## config.mk

```make
export PLATFORM = sky130hd
export DESIGN_NAME = detector_nota_flat
export DESIGN_NICKNAME = d
export VERILOG_FILES = /design/src/rtl/detector_nota_if.sv /design/src/rtl/detector_nota.sv /design/src/flat_wrapper.sv
export SDC_FILE = /design/constraint.sdc
export NUM_CORES = 1
export LEC_CHECK = 0
export CAP_MARGIN = 10
export CORE_UTILIZATION = 35
export DETAILED_ROUTE_END_ITERATION = 16
export PLACE_DENSITY = 0.53
export SLEW_MARGIN = 20
export SYNTH_ARGS = -nofsm -noshare
export SYNTH_HDL_FRONTEND = slang
export SYNTH_SLANG_ARGS = --single-unit
```

## constraint.sdc

```tcl
create_clock -name clock_in -period 12.8 [get_ports clock_in]
set_clock_uncertainty 0.15 [all_clocks]
set_input_delay 2.56 -clock clock_in [delete_from_list [all_inputs] [get_ports clock_in]]
set_output_delay 2.56 -clock clock_in [all_outputs]
set_load 0.02 [all_outputs]
```

## src/rtl/detector_nota_if.sv

```systemverilog
// detector_nota_if: bundles the tone input and the measurement outputs of
// detector_nota.
//   tone_in      - asynchronous square-wave tone (driven by the source)
//   period       - last measured period in clock cycles
//   note         - 0 = none, 1..8 = do, re, mi, fa, sol, la, si, do alto
//   note_valid   - note is non-zero and the signal is present
//   sample_pulse - one-cycle strobe when period/note update
//   no_signal    - block is idle or has timed out
// Modports: master = tone source / result consumer, slave = detector.
interface detector_nota_if;
    logic        tone_in;
    logic [27:0] period;
    logic [3:0]  note;
    logic        note_valid;
    logic        sample_pulse;
    logic        no_signal;

    modport master (
        output tone_in,
        input  period, note, note_valid, sample_pulse, no_signal
    );

    modport slave (
        input  tone_in,
        output period, note, note_valid, sample_pulse, no_signal
    );
endinterface

```

## src/rtl/detector_nota.sv

```systemverilog
// detector_nota: measures the period of an incoming square-wave tone between
// consecutive rising edges and classifies it as one of eight notes.
// Ports:
//   clock_in - system clock (50 MHz nominal)
//   reset    - asynchronous, active-high reset
//   bus      - detector_nota_if.slave (tone_in in; period, note, note_valid,
//              sample_pulse, no_signal out)
// Pipeline: sync1 -> sync2 -> prev (edge detect) -> capture of cnt into meas
// -> registered classification onto the outputs.
module detector_nota #(
    parameter int unsigned TOL_SHIFT = 6,
    parameter logic [27:0] TIMEOUT   = 28'd400000,
    parameter logic [27:0] P_DO      = 28'd191205,
    parameter logic [27:0] P_RE      = 28'd170265,
    parameter logic [27:0] P_MI      = 28'd151685,
    parameter logic [27:0] P_FA      = 28'd143172,
    parameter logic [27:0] P_SOL     = 28'd127551,
    parameter logic [27:0] P_LA      = 28'd113636,
    parameter logic [27:0] P_SI      = 28'd101239,
    parameter logic [27:0] P_DO_ALTO = 28'd95556
) (
    input logic             clock_in,
    input logic             reset,
    detector_nota_if.slave  bus
);

    // Index i holds the reference period of note code i+1.
    localparam logic [7:0][27:0] REFS = {P_DO_ALTO, P_SI, P_LA, P_SOL,
                                         P_FA, P_MI, P_RE, P_DO};

    typedef enum logic {IDLE, MEASURE} state_t;

    state_t      state, state_next;
    logic        sync1, sync2, prev;
    logic        rise;
    logic [27:0] cnt;
    logic [27:0] meas;
    logic        meas_vld;
    logic        restart, capture, go_idle;
    logic [3:0]  code;

    // Absolute difference taken in whichever order cannot underflow.
    function automatic logic in_window(input logic [27:0] p,
                                       input logic [27:0] refp);
        logic [27:0] d;
        d = (p >= refp) ? (p - refp) : (refp - p);
        return d <= (refp >> TOL_SHIFT);
    endfunction

    always_ff @(posedge clock_in or posedge reset) begin
        if (reset) begin
            sync1 <= 1'b0;
            sync2 <= 1'b0;
            prev  <= 1'b0;
        end else begin
            sync1 <= bus.tone_in;
            sync2 <= sync1;
            prev  <= sync2;
        end
    end

    // Only rising edges matter; duty cycle is irrelevant.
    assign rise = sync2 & ~prev;

    always_ff @(posedge clock_in or posedge reset) begin
        if (reset) state <= IDLE;
        else       state <= state_next;
    end

    // A rising edge wins over a coincident timeout.
    always_comb begin
        state_next = state;
        restart    = 1'b0;
        capture    = 1'b0;
        go_idle    = 1'b0;
        case (state)
            IDLE: begin
                if (rise) begin
                    state_next = MEASURE;
                    restart    = 1'b1;
                end
            end
            MEASURE: begin
                if (rise) begin
                    restart = 1'b1;
                    capture = 1'b1;
                end else if (cnt >= TIMEOUT) begin
                    state_next = IDLE;
                    go_idle    = 1'b1;
                end
            end
            default: state_next = IDLE;
        endcase
    end

    // cnt reads 1 on the cycle after an edge, so it equals the edge-to-edge
    // distance when the next edge arrives. Saturation keeps it from wrapping
    // while idle.
    always_ff @(posedge clock_in or posedge reset) begin
        if (reset)               cnt <= '0;
        else if (restart)        cnt <= 28'd1;
        else if (cnt < TIMEOUT)  cnt <= cnt + 28'd1;
    end

    always_ff @(posedge clock_in or posedge reset) begin
        if (reset) begin
            meas     <= '0;
            meas_vld <= 1'b0;
        end else begin
            meas_vld <= capture;
            if (capture) meas <= cnt;
        end
    end

    // Walk from the highest code down so the lowest matching code is kept.
    always_comb begin
        code = 4'd0;
        for (int i = 7; i >= 0; i--) begin
            if (in_window(meas, REFS[i])) code = 4'(i + 1);
        end
    end

    always_ff @(posedge clock_in or posedge reset) begin
        if (reset) begin
            bus.period       <= '0;
            bus.note         <= 4'd0;
            bus.note_valid   <= 1'b0;
            bus.sample_pulse <= 1'b0;
            bus.no_signal    <= 1'b1;
        end else begin
            bus.sample_pulse <= meas_vld;
            if (meas_vld) begin
                bus.period     <= meas;
                bus.note       <= code;
                bus.note_valid <= (code != 4'd0);
                bus.no_signal  <= 1'b0;
            end else if (go_idle) begin
                // period is kept so the last measurement stays readable
                bus.note       <= 4'd0;
                bus.note_valid <= 1'b0;
                bus.no_signal  <= 1'b1;
            end
        end
    end

endmodule

```

## src/flat_wrapper.sv

```systemverilog
// flat-port wrapper written by rule: the top's interface ports become plain ports
module detector_nota_flat 
#(
    parameter int unsigned TOL_SHIFT = 6,
    parameter logic [27:0] TIMEOUT   = 28'd400000,
    parameter logic [27:0] P_DO      = 28'd191205,
    parameter logic [27:0] P_RE      = 28'd170265,
    parameter logic [27:0] P_MI      = 28'd151685,
    parameter logic [27:0] P_FA      = 28'd143172,
    parameter logic [27:0] P_SOL     = 28'd127551,
    parameter logic [27:0] P_LA      = 28'd113636,
    parameter logic [27:0] P_SI      = 28'd101239,
    parameter logic [27:0] P_DO_ALTO = 28'd95556
)
  (clock_in, reset, bus_tone_in, bus_period, bus_note, bus_note_valid, bus_sample_pulse, bus_no_signal);
  detector_nota_if bus_i ();
  input logic clock_in;
  input logic reset;
  input wire logic [$bits(bus_i.tone_in)-1:0] bus_tone_in;
  output wire logic [$bits(bus_i.period)-1:0] bus_period;
  output wire logic [$bits(bus_i.note)-1:0] bus_note;
  output wire logic [$bits(bus_i.note_valid)-1:0] bus_note_valid;
  output wire logic [$bits(bus_i.sample_pulse)-1:0] bus_sample_pulse;
  output wire logic [$bits(bus_i.no_signal)-1:0] bus_no_signal;
  assign bus_i.tone_in = bus_tone_in;
  assign bus_period = bus_i.period;
  assign bus_note = bus_i.note;
  assign bus_note_valid = bus_i.note_valid;
  assign bus_sample_pulse = bus_i.sample_pulse;
  assign bus_no_signal = bus_i.no_signal;
  detector_nota #(.TOL_SHIFT(TOL_SHIFT), .TIMEOUT(TIMEOUT), .P_DO(P_DO), .P_RE(P_RE), .P_MI(P_MI), .P_FA(P_FA), .P_SOL(P_SOL), .P_LA(P_LA), .P_SI(P_SI), .P_DO_ALTO(P_DO_ALTO)) u_core (.clock_in(clock_in), .reset(reset), .bus(bus_i));
endmodule
```

# After elaboration in Yosys (flattened, before gate mapping)
# Cells that the tools add are included.
# op_classes
n_shift,0
add_sub_neg,17
div,0
mux,32
n_eq_ne,0
reduce_logical,3
mul,0
bitwise,3
order_cmp,18
# ops
cell,count
$mux 28,10
$ge 28x17->1 const B,4
$ge 28x18->1 const B,4
$le 28x11->1 const B,4
$le 28x12->1 const B,4
$sub 17x28->28 const A,4
$sub 18x28->28 const A,4
$sub 28x17->28 const B,4
$sub 28x18->28 const B,4
$mux 4,10
$add 28x1->28 const B,1
$ge 28x19->1 const B,1
$lt 28x19->1 const B,1
$mux 1,11
$reduce_bool 2->1,2
$reduce_bool 4->1,1
$not 1->1,2
$pmux 1 s2,1
$and 1x1->1,1
# word_totals
latchBits,0
output_inout_bits,35
rom_bits,0
ram_bits,0
regBits,96
in_bits,3
word_cells,85
mem_count,0

# Logic depth before layout (Yosys ltp)
# depth
word_depth,13
mapped_depth,18
depth_no_buf,13

# Worst setup path after synthesis
# No wires, ideal clock.
# synth_path
path_kind,register -> register
from,register u_core.meas[6]
to,register u_core.bus.note_valid
required_ns,12.563
setup_slack_ns,8.307
arrival_time_ns,4.257
path_stages_with_launch,18
n_path_buf,4
path_cell_list,dfrtp_1 clkbuf_1 clkinv_1 clkbuf_1 ha_1 clkbuf_1 nor2b_1 o211ai_1 a31oi_1 a21o_1 buf_4 mux2_4 xnor2_1 a2bb2oi_1 or4_1 a2111oi_2 nor4b_1 o211ai_1
# synth_between
elab_chain_cells,13
word_cells_on_any_way,50
# synth_lines
item,line_no,source
"start, declared",detector_nota.sv:37,logic [27:0] meas;
"start signal, assigned",detector_nota.sv:111,if (capture) meas <= cnt;
"$sub 17x28->28, or another cell as far along",detector_nota.sv:46,d = (p >= refp) ? (p - refp) : (refp - p);
$mux 28,detector_nota.sv:46,
$le 28x11->1,detector_nota.sv:47,return d <= (refp >> TOL_SHIFT);
$mux 4 (7 in series),detector_nota.sv:119,"if (in_window(meas, REFS[i])) code = 4'(i + 1);"
$mux 4 *,detector_nota.sv:119,
$reduce_bool 4->1 *,detector_nota.sv:135,bus.note_valid <= (code != 4'd0);
$mux 1 *,detector_nota.sv:132,if (meas_vld) begin
"end signal, assigned",detector_nota.sv:135,
"end, declared",detector_nota_if.sv:25,"output period, note, note_valid, sample_pulse, no_signal"
# Mark *: on every way between the ends. The rest lies on a longest branch, timed or not.
# A chain may end at the register's enable or synchronous reset.

# Final worst setup path
# layout_path
from,register u_core.meas[7]
to,register u_core.bus.note_valid
# Same word-level chain as after synthesis.

==> flow_metrics.py <==
metrics = {
    "sta": {
        "relSlewSlack_pct": 28.5,
        "finalCriticalPeriod_ps": 5680,
        "tightest_slew_ps": 1070,
        "setup_tns_ps": 0,
        "rsz0062_at_grt": "false",
        "holdWs_ps": 210,
        "finalSetupViolCount": 0,
        "drv_slew": 0,
        "fmax_mhz": 176,
        "post-route-period-util_pct": 44.4,
        "finalHoldViolations": 0,
    },
    "power_and_ir_drop": {
        "p_per_area_nw_per_um2": 73.2,
        "leakage_nw": 5.16,
        "ir_drop_mv": 0.111,
        "p_total_uw": 992,
    },
    "synthesis": {
        "synth_compound_area_share_pct": 30.1,
        "synth_cell_types": 93,
        "synth_area_leaders": "dfrtp_1 19%, xnor2_1 6.9%, nand2_1 4.9%",
        "synth_flop_cell": "dfrtp_1",
        "synthMuxAreaShare_pct": 5.82,
        "syn-num-nets": 1747,
        "synth_top_area_cell": "dfrtp_1",
        "synth_top_area_share_pct": 19.0,
        "synth_seq_cells": 96,
        "syn_avg_cell_area_sq_um": 7.30,
        "yosysSeqAreaShare_pct": 19.2,
        "async_reset_ff_share_pct": 100,
        "yosys_warnings": 0,
        "syn_inst": 1717,
        "synth_top_family_by_area": "compound AO/OA/AOI/OAI gates",
        "synth_xor_area_share_pct": 9.08,
        "synthSimpleGateAreaFrac_pct": 27.4,
        "syn-cell-area_sq_um": 12500,
        "synth_fa_ha_area_share_pct": 2.70,
        "synth-edff-count": 0,
    },
    "finish": {
        "final_nets": 1693,
        "drive_gt1_share_pct": 8.69,
        "seq_area_sq_um": 2410,
        "multi_input_area_sq_um": 9430,
        "design_area_sq_um": 13500,
        "area_delta_synth_final_pct": 8.05,
        "num-fill-cells": 3731,
    },
    "clocking": {
        "cts_buffers": 9,
        "post_cts_resized": 0,
        "cts_setup_buffers": 0,
        "cts_hold_buf": 0,
        "clk_latency_ps": 360,
        "cts_buffer_depth": 2,
        "cts.sinks": 96,
        "htree_levels": 3,
        "root_buffer": "clkbuf_16",
        "cts_tree": "yes",
        "clkTransAtPathRegs_ps": 70,
    },
    "job": {
        "maxCapViolations": 0,
    },
    "drt": {
        "drc": 0,
        "avgRoutedWirePerCell_um": 27.0,
        "wirelength_mm": 57.4,
        "vias": 14500,
        "drtIter0Drc": 1988,
        "ant_nets": 0,
        "first_pass_iters": 6,
        "vias_per_cell": 6.81,
    },
    "critical_path": {
        "crit_family": "compound AO/OA/AOI/OAI gates",
        "crit_path_cell_trace": "inv_1, ha_1, nor2b_1, o211ai_1, a31oi_1, a21o_1, mux2_4, xnor2_1, a2bb2oi_1, or4_1, a2111oi_2, nor4b_1, o211ai_1",
        "cp_slowest_cell": "a2111oi_2",
        "cp_max_fo": 17,
        "path_buf_inv": 1,
        "cpMostUsedCell": "o211ai_1",
        "crit_type": "reg2reg",
        "cp-end-kind": "register",
        "slowest_delay_ps": 790,
        "worstPathRequired_ps": 12920,
        "cp.arrival_ps": 5800,
        "critPathLaunchType": "register",
    },
    "floorplan": {
        "die_w_um": 191,
        "rows": 68,
        "die_area_sq_um": 36600,
        "ios": 38,
        "core_area_sq_um": 34900,
        "initial_core_util_pct": 35.9,
        "die_h_um": 191,
    },
    "placed_design": {
        "place.gp.congestion": 1.06,
        "port_buffers": 37,
        "postPlaceCellArea_sq_um": 13200,
        "place_hpwl_mm": 40.9,
    },
    "global_routing": {
        "grt_overflow": 0,
        "antenna_found_initial": 0,
        "grt_pass1_wl_mm": 86.6,
        "grtUsageTotal_pct": 31.3,
        "grt_pass1_vias": 13900,
        "grt_max_degree": 65,
    },
    "run_status": {
        "status": "completed",
    },
    "worst_hold_path": {
        "hp-class": "reg2reg",
    },
}
flip-flops by register name, summed over array words and instances (netlist names):
signal	cells
u_core.meas	28
u_core.prev	1
u_core.sync1	1
u_core.cnt	28
u_core.meas_vld	1
u_core.bus.no_signal	1
u_core.sync2	1
u_core.bus.note_valid	1
u_core.state	1
u_core.bus.sample_pulse	1
u_core.bus.note	4
u_core.bus.period	28
worst register-to-register path, delay by kind of cell (launching register included):
| family | cells | cell delay [ps] |
|---|---|---|
| AO/OA/AOI/OAI | 6 | 2470 |
| AND/OR/NAND/NOR | 3 | 980 |
| adder cells (fa/ha/maj) | 1 | 680 |
| buffers and inverters | 1 | 440 |
| flip-flops | 1 | 370 |
| multiplexers | 1 | 370 |
| XOR/XNOR | 1 | 130 |
synthesized netlist by cell type, types with 10 or more instances:
cell type	instances
ha_1	27
a31oi_1	37
mux2_2	41
and3_1	27
o21ai_0	118
a2111oi_0	12
buf_2	24
o31ai_1	24
nor2b_1	30
dfrtp_1	95
buf_1	26
nand4_1	35
nand4b_1	11
o21ai_1	15
mux2i_1	23
a211oi_1	28
clkbuf_1	95
a21oi_1	114
or4_1	14
o21a_1	16
a211o_1	12
or3_1	22
o22ai_1	12
nor2_1	138
a21o_1	13
nand2_1	164
inv_1	28
nand2b_1	24
o211ai_1	32
and2_1	19
nor4_1	18
or2_2	10
nor3_1	41
xnor2_1	99
nand3_1	45
xor2_1	31
kinds of logic after synthesis:
logic type | after synthesis
AND/OR/NAND/NOR | 653
AO/OA/AOI/OAI | 563
XOR/XNOR | 130
adder cells (fa/ha/maj) | 27
multiplexers | 67
flip-flops | 96
buffers and inverters | 181
where the power goes:
group          total, mW  internal [mW]  switching, mW
clock              0.274          0.157          0.117
combinational      0.373          0.134          0.239
sequential         0.345          0.319         0.0261
routing by layer:
metal | global-route usage [%] | wire [um] | vias up
met2 | 48.7 | 25600 | 889
met5 | 0 | 0 | -
li1 | - | - | 6321
met3 | 6.22 | 5800 | 230
met4 | 17.5 | 3170 | 0
met1 | 40.5 | 22800 | 7023
cells in the final DEF (no fill, tap or decap), types with 15 or more instances in the layout:
master,n
a211oi_1,28
a21oi_1,114
a31oi_1,37
and2_1,19
and3_1,27
buf_4,44
clkdlybuf4s50_1,37
dfrtp_1,90
ha_1,27
inv_1,27
mux2_2,41
mux2i_1,23
nand2_1,164
nand2b_1,24
nand3_1,45
nand4_1,35
nor2_1,138
nor2b_1,29
nor3_1,41
nor4_1,18
o211ai_1,32
o21a_1,16
o21ai_0,118
o21ai_1,15
o31ai_1,24
or3_1,22
xnor2_1,99
xor2_1,31
path summary, 6_finish.rpt:
| check | endpoint | cells after the start | slack, ps | from |
|---|---|---|---|---|
| min | u_core.sync2$_DFF_PP0_ | 0 | 210 | u_core.sync1$_DFF_PP0_ |
| min reg2reg | u_core.sync2$_DFF_PP0_ | 0 | 210 | u_core.sync1$_DFF_PP0_ |
| max | u_core.bus.note_valid$_DFFE_PP0P_ | 13 | 7120 | u_core.meas[7]$_DFFE_PP0P_ |
| max in group asynchronous | u_core.meas[10]$_DFFE_PP0P_ | 3 | 8890 | reset |
| min in group asynchronous | u_core.cnt[21]$_DFFE_PP0P_ | 2 | 2400 | reset |
| max reg2reg | u_core.bus.note_valid$_DFFE_PP0P_ | 13 | 7120 | u_core.meas[7]$_DFFE_PP0P_ |
through the flow:
stage,cells,setup WS [ps],util [%]
finish,2124,7120,38.8
detailed placement,2107,7400,38.0
global placement,2107,7590,37.9
floorplan,1717,7590,-
CTS,2123,7390,38.8
global route,2123,6930,38.8
final cells by class:
class | count | share of cell area [%]
Antenna cell | 1 | 0.0185
Timing Repair Buffer | 81 | 5.17
Sequential cell | 96 | 17.8
Inverter | 35 | 0.989
Tap cell | 455 | 4.20
Multi-Input combinational cell | 1440 | 69.6
Clock buffer | 12 | 1.82
Clock inverter | 4 | 0.397
(Power assumes the default switching activity.)
